--- config.mk ---
export PLATFORM = sky130hd
export DESIGN_NAME = score_counter_flat
export DESIGN_NICKNAME = d
export VERILOG_FILES = /design/src/rtl/score_pkg.sv /design/src/rtl/score_counter_if.sv /design/src/rtl/key_debounce.sv /design/src/rtl/score_counter.sv /design/src/flat_wrapper.sv
export SDC_FILE = /design/constraint.sdc
export NUM_CORES = 1
export LEC_CHECK = 0
export ABC_AREA = 1
export CAP_MARGIN = 20
export CORE_ASPECT_RATIO = 0.9
export CORE_MARGIN = 2
export CORE_UTILIZATION = 59
export DETAILED_ROUTE_END_ITERATION = 12
export PLACE_DENSITY = 0.81
export SLEW_MARGIN = 15
export SYNTH_ARGS = -nofsm -noshare
export SYNTH_HDL_FRONTEND = slang
export SYNTH_SLANG_ARGS = --single-unit
--- constraint.sdc ---
create_clock -name clk -period 4.8 [get_ports clk]
set_clock_uncertainty 0.1 [all_clocks]
set_input_delay 0.96 -clock clk [delete_from_list [all_inputs] [get_ports clk]]
set_output_delay 0.96 -clock clk [all_outputs]
set_load 0.005 [all_outputs]
--- src/rtl/score_pkg.sv ---
// Shared types and constants for the score counter and its key front-ends.
package score_pkg;

  // Width of the display count.
  localparam int unsigned CNT_W = 10;

  // Default build-time limits.
  localparam int unsigned MAX_COUNT_DEF       = 999;
  localparam int unsigned DEBOUNCE_CYCLES_DEF = 500000;

  // Per-key debouncer states.
  typedef enum logic [1:0] {
    StStableHi,
    StWaitLo,
    StStableLo,
    StWaitHi
  } deb_state_e;

endpackage

--- src/rtl/score_counter_if.sv ---
// Key inputs and count/flag outputs of the score counter, bundled for the display path.
interface score_counter_if;

  logic                         inc_key_n;
  logic                         dec_key_n;
  logic                         clear;
  logic [score_pkg::CNT_W-1:0]  count;
  logic                         at_max;
  logic                         at_min;
  logic                         sat_pulse;

  // Board / stimulus side.
  modport master (
    output inc_key_n,
    output dec_key_n,
    output clear,
    input  count,
    input  at_max,
    input  at_min,
    input  sat_pulse
  );

  // Counter side.
  modport slave (
    input  inc_key_n,
    input  dec_key_n,
    input  clear,
    output count,
    output at_max,
    output at_min,
    output sat_pulse
  );

endinterface

--- src/rtl/key_debounce.sv ---
// One key front-end: 2-FF synchroniser, optional debouncer, falling-edge detector.
// The debouncer is compiled in when SCORE_COUNTER_DEBOUNCE_EN is defined;
// otherwise the qualified level is the synchronised level.
module key_debounce
  import score_pkg::*;
#(
  parameter int unsigned DEBOUNCE_CYCLES = DEBOUNCE_CYCLES_DEF
) (
  input  logic clk,
  input  logic rst_n,
  input  logic key_n,
  output logic press_evt
);

  if (DEBOUNCE_CYCLES < 2) begin : g_bad_debounce
    $error("key_debounce: DEBOUNCE_CYCLES must be >= 2");
  end

  logic [1:0] sync_q;
  logic       synced;
  logic       qualified;
  logic       hist_q;

  // Bring the raw key into the clock domain; idle (released) level is 1.
  always_ff @(posedge clk or negedge rst_n) begin
    if (!rst_n) begin
      sync_q <= 2'b11;
    end else begin
      sync_q <= {sync_q[0], key_n};
    end
  end

  assign synced = sync_q[1];

`ifdef SCORE_COUNTER_DEBOUNCE_EN
  localparam int unsigned DebW = $clog2(DEBOUNCE_CYCLES);
  localparam logic [DebW-1:0] DebLast = DebW'(DEBOUNCE_CYCLES - 1);

  deb_state_e            state_q, state_d;
  logic      [DebW-1:0]  deb_cnt_q, deb_cnt_d;

  // Debounce state and stable-sample counter.
  always_ff @(posedge clk or negedge rst_n) begin
    if (!rst_n) begin
      state_q   <= StStableHi;
      deb_cnt_q <= '0;
    end else begin
      state_q   <= state_d;
      deb_cnt_q <= deb_cnt_d;
    end
  end

  // The sample that leaves a stable state counts as the first of the run,
  // so a new level is accepted on its DEBOUNCE_CYCLES-th consecutive sample.
  always_comb begin
    state_d   = state_q;
    deb_cnt_d = deb_cnt_q;
    qualified = 1'b1;
    unique case (state_q)
      StStableHi: begin
        qualified = 1'b1;
        if (!synced) begin
          state_d   = StWaitLo;
          deb_cnt_d = DebW'(1);
        end
      end
      StWaitLo: begin
        qualified = 1'b1;
        if (synced) begin
          state_d   = StStableHi;
          deb_cnt_d = '0;
        end else if (deb_cnt_q == DebLast) begin
          state_d   = StStableLo;
          deb_cnt_d = '0;
        end else begin
          deb_cnt_d = deb_cnt_q + 1'b1;
        end
      end
      StStableLo: begin
        qualified = 1'b0;
        if (synced) begin
          state_d   = StWaitHi;
          deb_cnt_d = DebW'(1);
        end
      end
      StWaitHi: begin
        qualified = 1'b0;
        if (!synced) begin
          state_d   = StStableLo;
          deb_cnt_d = '0;
        end else if (deb_cnt_q == DebLast) begin
          state_d   = StStableHi;
          deb_cnt_d = '0;
        end else begin
          deb_cnt_d = deb_cnt_q + 1'b1;
        end
      end
    endcase
  end
`else
  assign qualified = synced;
`endif

  // Remember the previous qualified level for edge detection.
  always_ff @(posedge clk or negedge rst_n) begin
    if (!rst_n) begin
      hist_q <= 1'b1;
    end else begin
      hist_q <= qualified;
    end
  end

  // Press = released-to-pressed transition only.
  assign press_evt = hist_q & ~qualified;

endmodule

--- src/rtl/score_counter.sv ---
// Saturating up/down score counter feeding the 7-segment display stage.
// Optional per-key debouncing is enabled with SCORE_COUNTER_DEBOUNCE_EN.
module score_counter
  import score_pkg::*;
#(
  parameter int unsigned MAX_COUNT       = MAX_COUNT_DEF,
  parameter int unsigned DEBOUNCE_CYCLES = DEBOUNCE_CYCLES_DEF
) (
  input logic            clk,
  input logic            rst_n,
  score_counter_if.slave bus
);

  if (MAX_COUNT > 1023) begin : g_bad_max
    $error("score_counter: MAX_COUNT must be <= 1023");
  end

  localparam logic [CNT_W-1:0] MaxCnt = CNT_W'(MAX_COUNT);

  logic             inc_evt;
  logic             dec_evt;
  logic [CNT_W-1:0] count_q, count_d;
  logic             at_max_q;
  logic             at_min_q;
  logic             sat_q, sat_d;

  key_debounce #(
    .DEBOUNCE_CYCLES (DEBOUNCE_CYCLES)
  ) u_inc_key (
    .clk       (clk),
    .rst_n     (rst_n),
    .key_n     (bus.inc_key_n),
    .press_evt (inc_evt)
  );

  key_debounce #(
    .DEBOUNCE_CYCLES (DEBOUNCE_CYCLES)
  ) u_dec_key (
    .clk       (clk),
    .rst_n     (rst_n),
    .key_n     (bus.dec_key_n),
    .press_evt (dec_evt)
  );

  // Next count with clear > simultaneous > inc > dec priority; never wraps.
  always_comb begin
    count_d = count_q;
    sat_d   = 1'b0;
    if (bus.clear) begin
      count_d = '0;
    end else if (inc_evt && dec_evt) begin
      count_d = count_q;  // opposing presses cancel
    end else if (inc_evt) begin
      if (count_q < MaxCnt) begin
        count_d = count_q + 1'b1;
      end else begin
        sat_d = 1'b1;
      end
    end else if (dec_evt) begin
      if (count_q != '0) begin
        count_d = count_q - 1'b1;
      end else begin
        sat_d = 1'b1;
      end
    end
  end

  // Count and flags registered together so the flags always match the count.
  always_ff @(posedge clk or negedge rst_n) begin
    if (!rst_n) begin
      count_q  <= '0;
      at_max_q <= 1'b0;
      at_min_q <= 1'b1;
      sat_q    <= 1'b0;
    end else begin
      count_q  <= count_d;
      at_max_q <= (count_d == MaxCnt);
      at_min_q <= (count_d == '0);
      sat_q    <= sat_d;
    end
  end

  assign bus.count     = count_q;
  assign bus.at_max    = at_max_q;
  assign bus.at_min    = at_min_q;
  assign bus.sat_pulse = sat_q;

endmodule

--- src/flat_wrapper.sv ---
// flat-port wrapper written by rule: the top's interface ports become plain ports
module score_counter_flat import score_pkg::*;
#(
  parameter int unsigned MAX_COUNT       = MAX_COUNT_DEF,
  parameter int unsigned DEBOUNCE_CYCLES = DEBOUNCE_CYCLES_DEF
)
  (clk, rst_n, bus_inc_key_n, bus_dec_key_n, bus_clear, bus_count, bus_at_max, bus_at_min, bus_sat_pulse);
  score_counter_if bus_i ();
  input logic clk;
  input logic rst_n;
  input wire logic [$bits(bus_i.inc_key_n)-1:0] bus_inc_key_n;
  input wire logic [$bits(bus_i.dec_key_n)-1:0] bus_dec_key_n;
  input wire logic [$bits(bus_i.clear)-1:0] bus_clear;
  output wire logic [$bits(bus_i.count)-1:0] bus_count;
  output wire logic [$bits(bus_i.at_max)-1:0] bus_at_max;
  output wire logic [$bits(bus_i.at_min)-1:0] bus_at_min;
  output wire logic [$bits(bus_i.sat_pulse)-1:0] bus_sat_pulse;
  assign bus_i.inc_key_n = bus_inc_key_n;
  assign bus_i.dec_key_n = bus_dec_key_n;
  assign bus_i.clear = bus_clear;
  assign bus_count = bus_i.count;
  assign bus_at_max = bus_i.at_max;
  assign bus_at_min = bus_i.at_min;
  assign bus_sat_pulse = bus_i.sat_pulse;
  score_counter #(.MAX_COUNT(MAX_COUNT), .DEBOUNCE_CYCLES(DEBOUNCE_CYCLES)) u_core (.clk(clk), .rst_n(rst_n), .bus(bus_i));
endmodule
# Word level (Yosys, flattened, before mapping)
# Index checks and enable logic that the tools add are counted.
[classes]
n_addsub = 2
muxes = 12
magnitude_cmp = 1
eq_ne = 1
bitwise_logic = 4
reduce_logical = 3
[op_table]
columns = ["cell", "n"]
rows = [
  ["10-bit two-way mux", 6],
  ["10-bit by 1-bit adder with 10-bit output (second input constant)", 1],
  ["10-bit equality test (second input constant)", 1],
  ["10-bit logical NOT", 1],
  ["10-bit less-than comparator (second input constant)", 1],
  ["10-bit nonzero test", 1],
  ["10-bit by 1-bit subtractor with 10-bit output (second input constant)", 1],
  ["1-bit two-way mux", 6],
  ["1-bit bitwise AND", 2],
  ["1-bit inverter", 2],
  ["1-bit logical AND", 1],
]
[totals]
register_bits = 19
wordCells = 31
input_bits = 5

# Longest topological paths before layout
# Gate-level depths: netlist (run 1).
[logic_depth]
depth_word = 7
depth_mapped = 14

# Cells and area by module
# From an unflattened synthesis (run 1), not the netlist that was laid out.
[hier_totals]
cells_unflattened = 218
hier_area_um2 = 1428.9
[by_module_without_submodules]
columns = ["mod", "area_each_um2", "seq_area_each_um2", "cells_each", "instances"]
rows = [
  ["score_counter", 1251.2, 326.6, 208, 1],
  ["key_debounce", 88.8, 78.8, 5, 2],
]

# Worst setup path before layout (run 1)
# Ideal clock, no wire load.
[synth_timing]
path_type = "input -> register"
start = "input port bus_clear"
end = "register u_core.at_max_q (netlist: u_core.bus.at_max)"
arrival_ps = 1672
path_buffers = 0
t_required_ps = 4631
slack_ps = 2959
cell_stages = 9
cell_sequence = "clkinv_1 -> o21ai_0 -> a21oi_1 -> nand2_1 -> nor2_2 -> nand2_1 -> nor2_2 -> nand2_1 -> nor2_2"
[synth_via]
elab_chain_len = 2
[synth_lines]
columns = ["element", "line_no", "rtl"]
rows = [
  ["start, declared", "flat_wrapper.sv:13", "input wire logic [$bits(bus_i.clear)-1:0] bus_clear;"],
  ["10-bit two-way mux", "score_counter.sv:49", "if (bus.clear) begin"],
  ["10-bit equality test", "score_counter.sv:77", "at_max_q <= (count_d == MaxCnt);"],
  ["end signal, assigned", "score_counter.sv:77", ""],
  ["end, declared", "score_counter.sv:23", "logic at_max_q;"],
]
# Every way passes these cells.

# Worst setup path in the final report (run 1)
[layout_timing]
start = "register u_core.count_q[7] (netlist: u_core.bus.count[7])"
end = "output port bus_count[7]"
[layout_rtl]
columns = ["element", "line_no", "rtl"]
rows = [
  ["start, declared", "score_counter.sv:22", "logic [CNT_W-1:0] count_q, count_d;"],
  ["start signal, assigned", "score_counter.sv:76", "count_q <= count_d;"],
  ["end, declared", "flat_wrapper.sv:14", "output wire logic [$bits(bus_i.count)-1:0] bus_count;"],
]
# No word-level cell between the ends.

==> results of run 1 <==
-- where the power goes --
group	internal (mW)	total, mW	leakage, nW	switching, mW
clock	0.0311	0.0794	0.0177	0.0483
combinational	0.0664	0.170	0.534	0.104
sequential	0.177	0.201	0.235	0.0242
total	0.275	0.451	0.786	0.176
-- flip-flops by register name (all words and copies together), names as in the netlist --
register	cells
u_core.u_inc_key.hist_q	1
u_core.bus.sat_pulse	1
u_core.u_dec_key.hist_q	1
u_core.u_dec_key.sync_q	2
u_core.u_inc_key.sync_q	2
u_core.bus.at_min	1
u_core.bus.at_max	1
u_core.bus.count	10
-- area by class of cell --
type / count / area, um^2
clock buffer: 3 / 22.5
clock inverter: 1 / 5.00
fill: 191 / 617
inverter: 31 / 116
multi-input combinational: 156 / 793
sequential: 19 / 484
tap: 27 / 33.8
timing repair buffer: 17 / 170
-- final timing paths --
kind / startpoint / end / slack, ps / cells after the start
max in group asynchronous: rst_n / u_core.bus.count[6] / 3110 / 1
worst max-delay path: u_core.bus.count[7] / bus_count[7] / 2300 / 1
worst min-delay path: u_core.u_dec_key.sync_q[0] / u_core.u_dec_key.sync_q[1] / 260 / 0
worst max register to register: u_core.bus.count[0] / u_core.bus.at_max / 2650 / 14
min in group asynchronous: rst_n / u_core.bus.count[9] / 1010 / 1
worst min register to register: u_core.u_dec_key.sync_q[0] / u_core.u_dec_key.sync_q[1] / 260 / 0
-- cells by family after synthesis --
kind of cell / synth area share, %
compound gates: 6.58
buf+inv: 11.6
simple gates: 46.6
fa+ha+maj: 1.73
flops: 33.5
-- stage by stage --
stage	cells	setup WS [ps]	power [mW]	utilization [%]	cell area, um^2
final	254	2300	0.451	72.5	1630
after global routing	254	2250	0.481	72.5	1630
after floorplan	212	2960	0.319	-	1450
after detailed placement	250	2210	0.371	71.3	1600
after CTS	254	2310	0.450	72.5	1630
after global placement	250	2270	0.366	71.3	1600
-- metal layers --
metal	part of all wire [%]	up-vias	track usage [%]
met4	0.72	0	7.14
met5	0	-	0
li1	-	696	-
met2	48	58	45.9
met3	8.2	4	2.53
met1	43	661	37.2
-- cells in the final DEF, fill, tap and decap left out, types with 4 or more instances in the layout --
cell type        count
a21oi_1              6
clkdlybuf4s50_1     17
dfrtp_1             12
dfstp_2              7
inv_1               22
inv_2                6
nand2_1             62
nand2_2              4
nand3_1             33
nor2_1              19
nor2_2              10
o21ai_0              5
==> flow_summary.ini, run 1 <==
[pwr]
irDropWorstVdd_v = 0.000244
powerDensity_mw_per_mm2 = 277
power.leakage_nw = 0.786

[sta]
worstMarginPinSlew_ps = 783
relSlewSlack_pct = 47.6
slew_violations = 0
finalCritPeriodShare_pct = 52.0
setup_viol = 0
whs_ps = 263
hold_viol_final = 0
setup_total_negative_slack_ps = 0
period_needed_ps = 2500
timing.fmax_mhz = 401
rsz0062_at_grt = false

[detailed_routing]
post_drt_wl_per_cell_um = 13.8
drtPass1Iterations = 5
wl_mm = 3.49
drt_iter0_markers = 70
viasPerCell = 5.59
drcViolationCount = 0
ant_nets = 0
vias = 1419

[yosys]
syn_nets = 219
ys_top_cells_by_area = dfrtp_1 (21%), nand2_1 (16%), dfstp_2 (13%)
netlist.area_leader.share_pct = 20.8
syn_area_per_cell_um2 = 6.82
synth_common_cells = nand2_1 (62), nand3_1 (33), inv_1 (22), nor2_1 (19), dfrtp_1 (12)
ys_seq_area_share_pct = 33.5
syn_inst = 212
async_flop_share_pct = 100
synth_top_cell_by_area = dfrtp_1
syn_area_mm2 = 0.00145
synth_ff_type = dfrtp_1
synth_warnings = 0
synthDistinctLibCells = 26
synth-edff-count = 0
yosysMostFrequentCell = nand2_1
ys_ff_latch = 19

[setup_path]
critPathLaunchType = register
cp.required_ps = 3740
cp_cell_sequence = clkdlybuf4s50_1
arrival_ps = 1440
cpMaxStageDelayCell = clkdlybuf4s50_1
endpoint_kind = output pin
critical_path_class = reg -> out
max_stage_delay_ps = 570
worstPathMaxFanout = 10
critical_path_buf_inv_count = 1
path_delay_family = buffers and inverters

[cts]
cts_tree = yes
cts_setup_buffers = 0
cts_hold_buf = 0
clk_latency_ps = 300
clockBufferDepth = 2
htree_levels = 1
numCtsBuffers = 3
clk_pin_slew_ps = 100
root_buffer = clkbuf_4
clock-sinks = 19
cts.repair.resized = 0

[cells_and_area]
nets = 235
drive_above_1_share_pct = 17.6
area_delta_synth_final_pct = 12.5
n_antenna_cell = 0

[placement]
place.gp.congestion = 0.946
dp_hpwl_mm = 2.78
io_buffers = 17

[flow_run]
cap_violations = 0

[floorplanning]
die_y_um = 51.0
rows = 16
ios = 18
coreArea_mm2 = 0.00224
initial_core_util_pct = 64.5
die_width_um = 56.2
die-area_mm2 = 0.00286

[global_routing]
grt_pass1_wl_mm = 6.03
grt_pass1_vias = 1324
antenna_found_initial = 0
globalRouteOverflowTotal = 0
grt_max_degree = 20
grt_usage_pct = 27.0

[status]
status = completed

[hold_path]
hold_path.class = reg -> reg
(Power assumes the default switching activity.)
==> run 2: changes to the inputs <==
CORE_UTILIZATION = 50   (was 59)
PLACE_DENSITY = 0.73   (was 0.81)
clock period = 2 ns   (was 4.8 ns; I/O delays follow)
==> run 2 against run 1 <==
  * Clock-buffer cell count increased by 1
  * Critical endpoint is now bus_count[1]
  * Flip-flop and latch count unchanged
  * Cell area increased by 12%
  * Largest power group is now combinational cells
  * Final cell count increased by 9.4%
==> flow_summary.ini, run 2 (synthesis results as in run 1) <==
[status]
status = completed

[setup_path]
worstPathMaxFanout = 4
critPathLaunchType = register
max_stage_delay_ps = 500
critical_path_class = reg -> out
cp-startpoint = u_core.bus.count[1]
cp_cell_sequence = buf_4 -> clkdlybuf4s50_1
cpMaxStageDelayCell = clkdlybuf4s50_1
endpoint_kind = output pin
reg2reg_depth = 10
arrival_ps = 1390
timing.rr.end = u_core.bus.at_min
setup.worst_path.end = bus_count[1]
rrSetupSlack_ps = 110
r2r-start = u_core.bus.count[0]
cp.required_ps = 1500

[pwr]
pwr-share-comb_pct = 42.0
switching_power_uw = 467
p_sw_share_pct = 39.6
power.leakage_nw = 0.841
irDropWorstVdd_v = 0.000463
seqPwrFrac_pct = 41.3
clockPowerShare_pct = 16.7
intPower_uw = 711
powerDensity_mw_per_mm2 = 650

[sta]
period_needed_ps = 1890
timing.fmax_mhz = 528
relSlewSlack_pct = 78.4
rsz0062_at_grt = true
setup_total_negative_slack_ps = 0
setup_viol = 0
slew_violations = 0
finalCritPeriodShare_pct = 94.7
hold_viol_final = 0
worstMarginPinSlew_ps = 323
setup_slack_ps = 106

[detailed_routing]
ant_nets = 0
drtPass1Iterations = 4
vias = 1460
drt_iter0_markers = 80
drcViolationCount = 0
viasPerCell = 5.25
post_drt_wl_per_cell_um = 13.8
wl_mm = 3.85

[floorplanning]
die-area_mm2 = 0.00334
die_y_um = 55
initial_core_util_pct = 52.6
ios = 18
rows = 18
die_width_um = 60.7
coreArea_mm2 = 0.00275

[cts]
cts_tree = yes
clock-sinks = 19
clk_pin_slew_ps = 120
root_buffer = clkbuf_4
numCtsBuffers = 3
clk_latency_ps = 300
htree_levels = 1
clockBufferDepth = 2

[global_routing]
grt_pass1_wl_mm = 6.29
antenna_found_initial = 0
grt_usage_pct = 25.9
grt_max_degree = 20
globalRouteOverflowTotal = 0
grt_pass1_vias = 1352

[placement]
io_buffers = 17
dp_slack_ps = -27.6
place.gp.congestion = 1.01
dp_hpwl_mm = 2.99

[cells_and_area]
n_antenna_cell = 0
final_cell_mix = nand2_1 (53), nand3_1 (30), inv_1 (20)
largest_reg_flops = 10
seq_area_um2 = 492
nets = 246
mostFrequentLayoutCell = nand2_1
multi_input_area_um2 = 876
area_delta_synth_final_pct = 25.5
drive_above_1_share_pct = 32.8
fill_cells = 250

[flow_run]
cap_violations = 0

[hold_path]
hold_path.class = reg -> reg
run 2: cell types whose count changed in the layout (fill, tap and decap cells not counted), moves of 6 or more:
| cell | delta |
|---|---|
| buf_4 | +11 |
| dfrtp_1 | -6 |
| dfrtp_2 | +6 |
| nand2_1 | -9 |
| nand2_2 | +9 |
| nor2_1 | -6 |
run 2: repair_timing:
action | in CTS | in global routing
resized for setup | 2 | 30
pin swaps | 0 | 8
hold buffers | 0 | 0
cloned | 0 | 0
setup buffers | 3 | 1
endpoints found under the setup margin | 1 | 6
run 2: worst min-delay path by stage:
stage	start	to	slack, ps	depth (start not counted)
2_1_floorplan	rst_n	u_core.bus.at_max	4	0
3_3_place_gp	u_core.u_dec_key.sync_q[0]	u_core.u_dec_key.sync_q[1]	250	0
3_5_place_dp	u_core.u_inc_key.sync_q[0]	u_core.u_inc_key.sync_q[1]	250	0
4_1_cts	u_core.u_inc_key.sync_q[0]	u_core.u_inc_key.sync_q[1]	260	0
5_1_grt	u_core.u_dec_key.sync_q[0]	u_core.u_dec_key.sync_q[1]	270	0
6_report	u_core.u_dec_key.sync_q[0]	u_core.u_dec_key.sync_q[1]	250	0
run 2: metrics by stage:
step	instance area [um^2]	cells	hold WS (ps)	total power, mW	util [%]
after floorplan	1450	212	4.41	0.767	-
final	1810	278	250	1.18	66.0
after detailed placement	1670	270	249	0.913	60.7
after global routing	1810	278	268	1.26	66.0
after CTS	1720	277	264	1.13	62.7
after global placement	1670	270	247	0.902	60.7
run 2: routing by layer:
layer | vias up | part of all wire [%] | GRT usage (%)
met2 | 60 | 47 | 41.6
met4 | 0 | 1.9 | 9.42
met1 | 670 | 44 | 36.3
met5 | - | 0 | 0
li1 | 720 | - | -
met3 | 10 | 7.1 | 2.79
run 2: power groups by stage:
stage          sequential (mW)  clock [mW]  combinational, mW
2_1_floorplan            0.462           0              0.304
5_1_grt                  0.494       0.217              0.549
4_1_cts                  0.479       0.202              0.446
6_report                 0.486       0.197              0.495
3_5_place_dp             0.487           0              0.426
3_3_place_gp             0.485           0              0.416
run 2: critical path, delay by kind of cell, from the launching register on:
kind / cells / cell delay (ps)
buf+inv: 2 / 660
flops: 1 / 430
run 2: area by class of cell:
class | instances | area share (%)
Clock buffer | 4 | 1.45
Inverter | 31 | 6.42
Multi-Input combinational cell | 156 | 48.3
Sequential cell | 19 | 27.1
Tap cell | 40 | 2.76
Timing Repair Buffer | 28 | 13.9
==> run 3: changes to the inputs <==
CORE_MARGIN = 3   (was 2)
CTS_CLUSTER_DIAMETER = 100   (was default)
CTS_CLUSTER_SIZE = 24   (was default)
==> run 3 against run 2 <==
  * Core utilization grew 5.3 points
  * Cell area grew 2.1%
  * First-iteration DRC count grew 74%
  * Worst setup slack lost 71 ps
  * Sequential share of layout area shrank 0.62 points
  * Hold slack gained 13 ps
  * Highest routed layer unchanged
  * Global-route usage shrank 3.8 points
  * Via count grew 5.2%
  * Register-to-register slack lost 30 ps
  * Flip-flop and latch count is the same
  * Non-clock buffer count grew 2
==> flow_summary.ini, run 3 (synthesis results as in run 1) <==
[status]
status = completed

[cts]
root_buffer = clkbuf_4
htree_levels = 1
cts_hold_buf = 0
numCtsBuffers = 3
clk_latency_ps = 290
clockBufferDepth = 2
clock-sinks = 19
clk_pin_slew_ps = 110
cts_tree = yes

[global_routing]
globalRouteOverflowTotal = 0
grt_max_degree = 20
antenna_found_initial = 0
grt_pass1_wl_mm = 6.35
grt_pass1_vias = 1382
grt_usage_pct = 22.2

[setup_path]
timing.rr.end = u_core.bus.at_max
rrSetupSlack_ps = 80
critPathLaunchType = register
cp.required_ps = 1500
arrival_ps = 1470
reg2reg_depth = 13
max_stage_delay_ps = 500
worstPathMaxFanout = 6
r2r-start = u_core.u_dec_key.hist_q
critical_path_class = reg -> out
cp_cell_sequence = buf_4 -> clkdlybuf4s50_1
cpMaxStageDelayCell = clkdlybuf4s50_1
endpoint_kind = output pin

[floorplanning]
die_width_um = 62.7
initial_core_util_pct = 55.7
die_y_um = 57
die-area_mm2 = 0.00357
ios = 18
rows = 17
coreArea_mm2 = 0.00259

[pwr]
irDropWorstVdd_v = 0.000528
seqPwrFrac_pct = 40.3
powerDensity_mw_per_mm2 = 652
pwr-share-comb_pct = 43.9
p_sw_share_pct = 40.0
clockPowerShare_pct = 15.8
power.leakage_nw = 0.858
power.total_mw = 1.21
intPower_uw = 724
switching_power_uw = 483

[detailed_routing]
ant_nets = 0
viasPerCell = 5.53
vias = 1536
post_drt_wl_per_cell_um = 14.6
drcViolationCount = 0
drt_iter0_markers = 139
drtPass1Iterations = 4
wl_mm = 4.06

[hold_path]
hold_end = u_core.u_dec_key.sync_q[1]
hold_path_depth = 0
hold_path.class = reg -> reg
hold_path.startpoint = u_core.u_dec_key.sync_q[0]

[cells_and_area]
nets = 248
final_cell_mix = nand2_1 (50), nand3_1 (30), inv_1 (19)
largest_reg_flops = 10
postLayoutCoreUtil_pct = 71.3
drive_above_1_share_pct = 35.0
area_delta_synth_final_pct = 28.1
n_antenna_cell = 0
mostFrequentLayoutCell = nand2_1

[sta]
whs_ps = 263
timing.fmax_mhz = 509
rsz0062_at_grt = true
slew_violations = 0
setup_total_negative_slack_ps = 0
hold_viol_final = 0
setup_viol = 0
setup_slack_ps = 34.9
period_needed_ps = 1970
relSlewSlack_pct = 78.5
finalCritPeriodShare_pct = 98.3
worstMarginPinSlew_ps = 321

[flow_run]
cap_violations = 0

[placement]
dp_slack_ps = -21.4
io_buffers = 17
place.gp.congestion = 0.904
dp_hpwl_mm = 3.04
run 3: layout make-up:
| class | count | area (um^2) |
|---|---|---|
| well taps | 38 | 47.5 |
| clock inverters | 1 | 5.00 |
| inverters | 31 | 119 |
| repair buffers | 30 | 268 |
| flip-flops and latches | 19 | 490 |
| fillers | 220 | 744 |
| multi-input cells | 156 | 898 |
| clock buffers | 3 | 22.5 |
run 3: worst max-delay path: cells and delay by family, from the launching register on:
kind	cells	cell delay, ps
buffers and inverters	2	690
flip-flops	1	480
run 3: power groups by stage:
stage	Clock (mW)	Combinational [mW]	Sequential (mW)
after floorplan	0	0.304	0.462
after global placement	0	0.425	0.483
after detailed placement	0	0.434	0.484
after CTS	0.195	0.441	0.479
after global routing	0.216	0.584	0.490
final	0.190	0.530	0.487
run 3: layer usage:
layer  GRT usage (%)  routed length, um  vias to the layer above
met1            29.1               1550                      710
met4            5.97                136                        0
met5               0                  0                        -
met2            39.2               2010                       86
met3            2.36                362                       22
li1                -                  -                      718
run 3: repair_timing:
action / in CTS / in global routing
endpoints found under the setup margin: 2 / 4
gates resized for setup: 2 / 37
pin swaps: 0 / 21
buffers inserted: 0 / 5
run 3: worst max path at each step:
| stage | depth (start not counted) | endpoint | slack (ps) | from |
|---|---|---|---|---|
| 2_1_floorplan | 12 | u_core.bus.at_max | 190 | u_core.bus.count[0] |
| 3_3_place_gp | 14 | u_core.bus.at_min | -40 | u_core.bus.count[0] |
| 3_5_place_dp | 14 | u_core.bus.at_min | -20 | u_core.bus.count[0] |
| 4_1_cts | 14 | u_core.bus.at_min | 10 | u_core.bus.count[0] |
| 5_1_grt | 14 | u_core.bus.at_min | -40 | u_core.bus.count[0] |
| 6_report | 2 | bus_count[7] | 30 | u_core.bus.count[7] |
run 3: per-stage QoR:
step	cell area [um^2]	cells
after global placement	1670	269
after global routing	1850	278
after floorplan	1450	212
final	1850	278
after detailed placement	1670	269
after CTS	1710	273
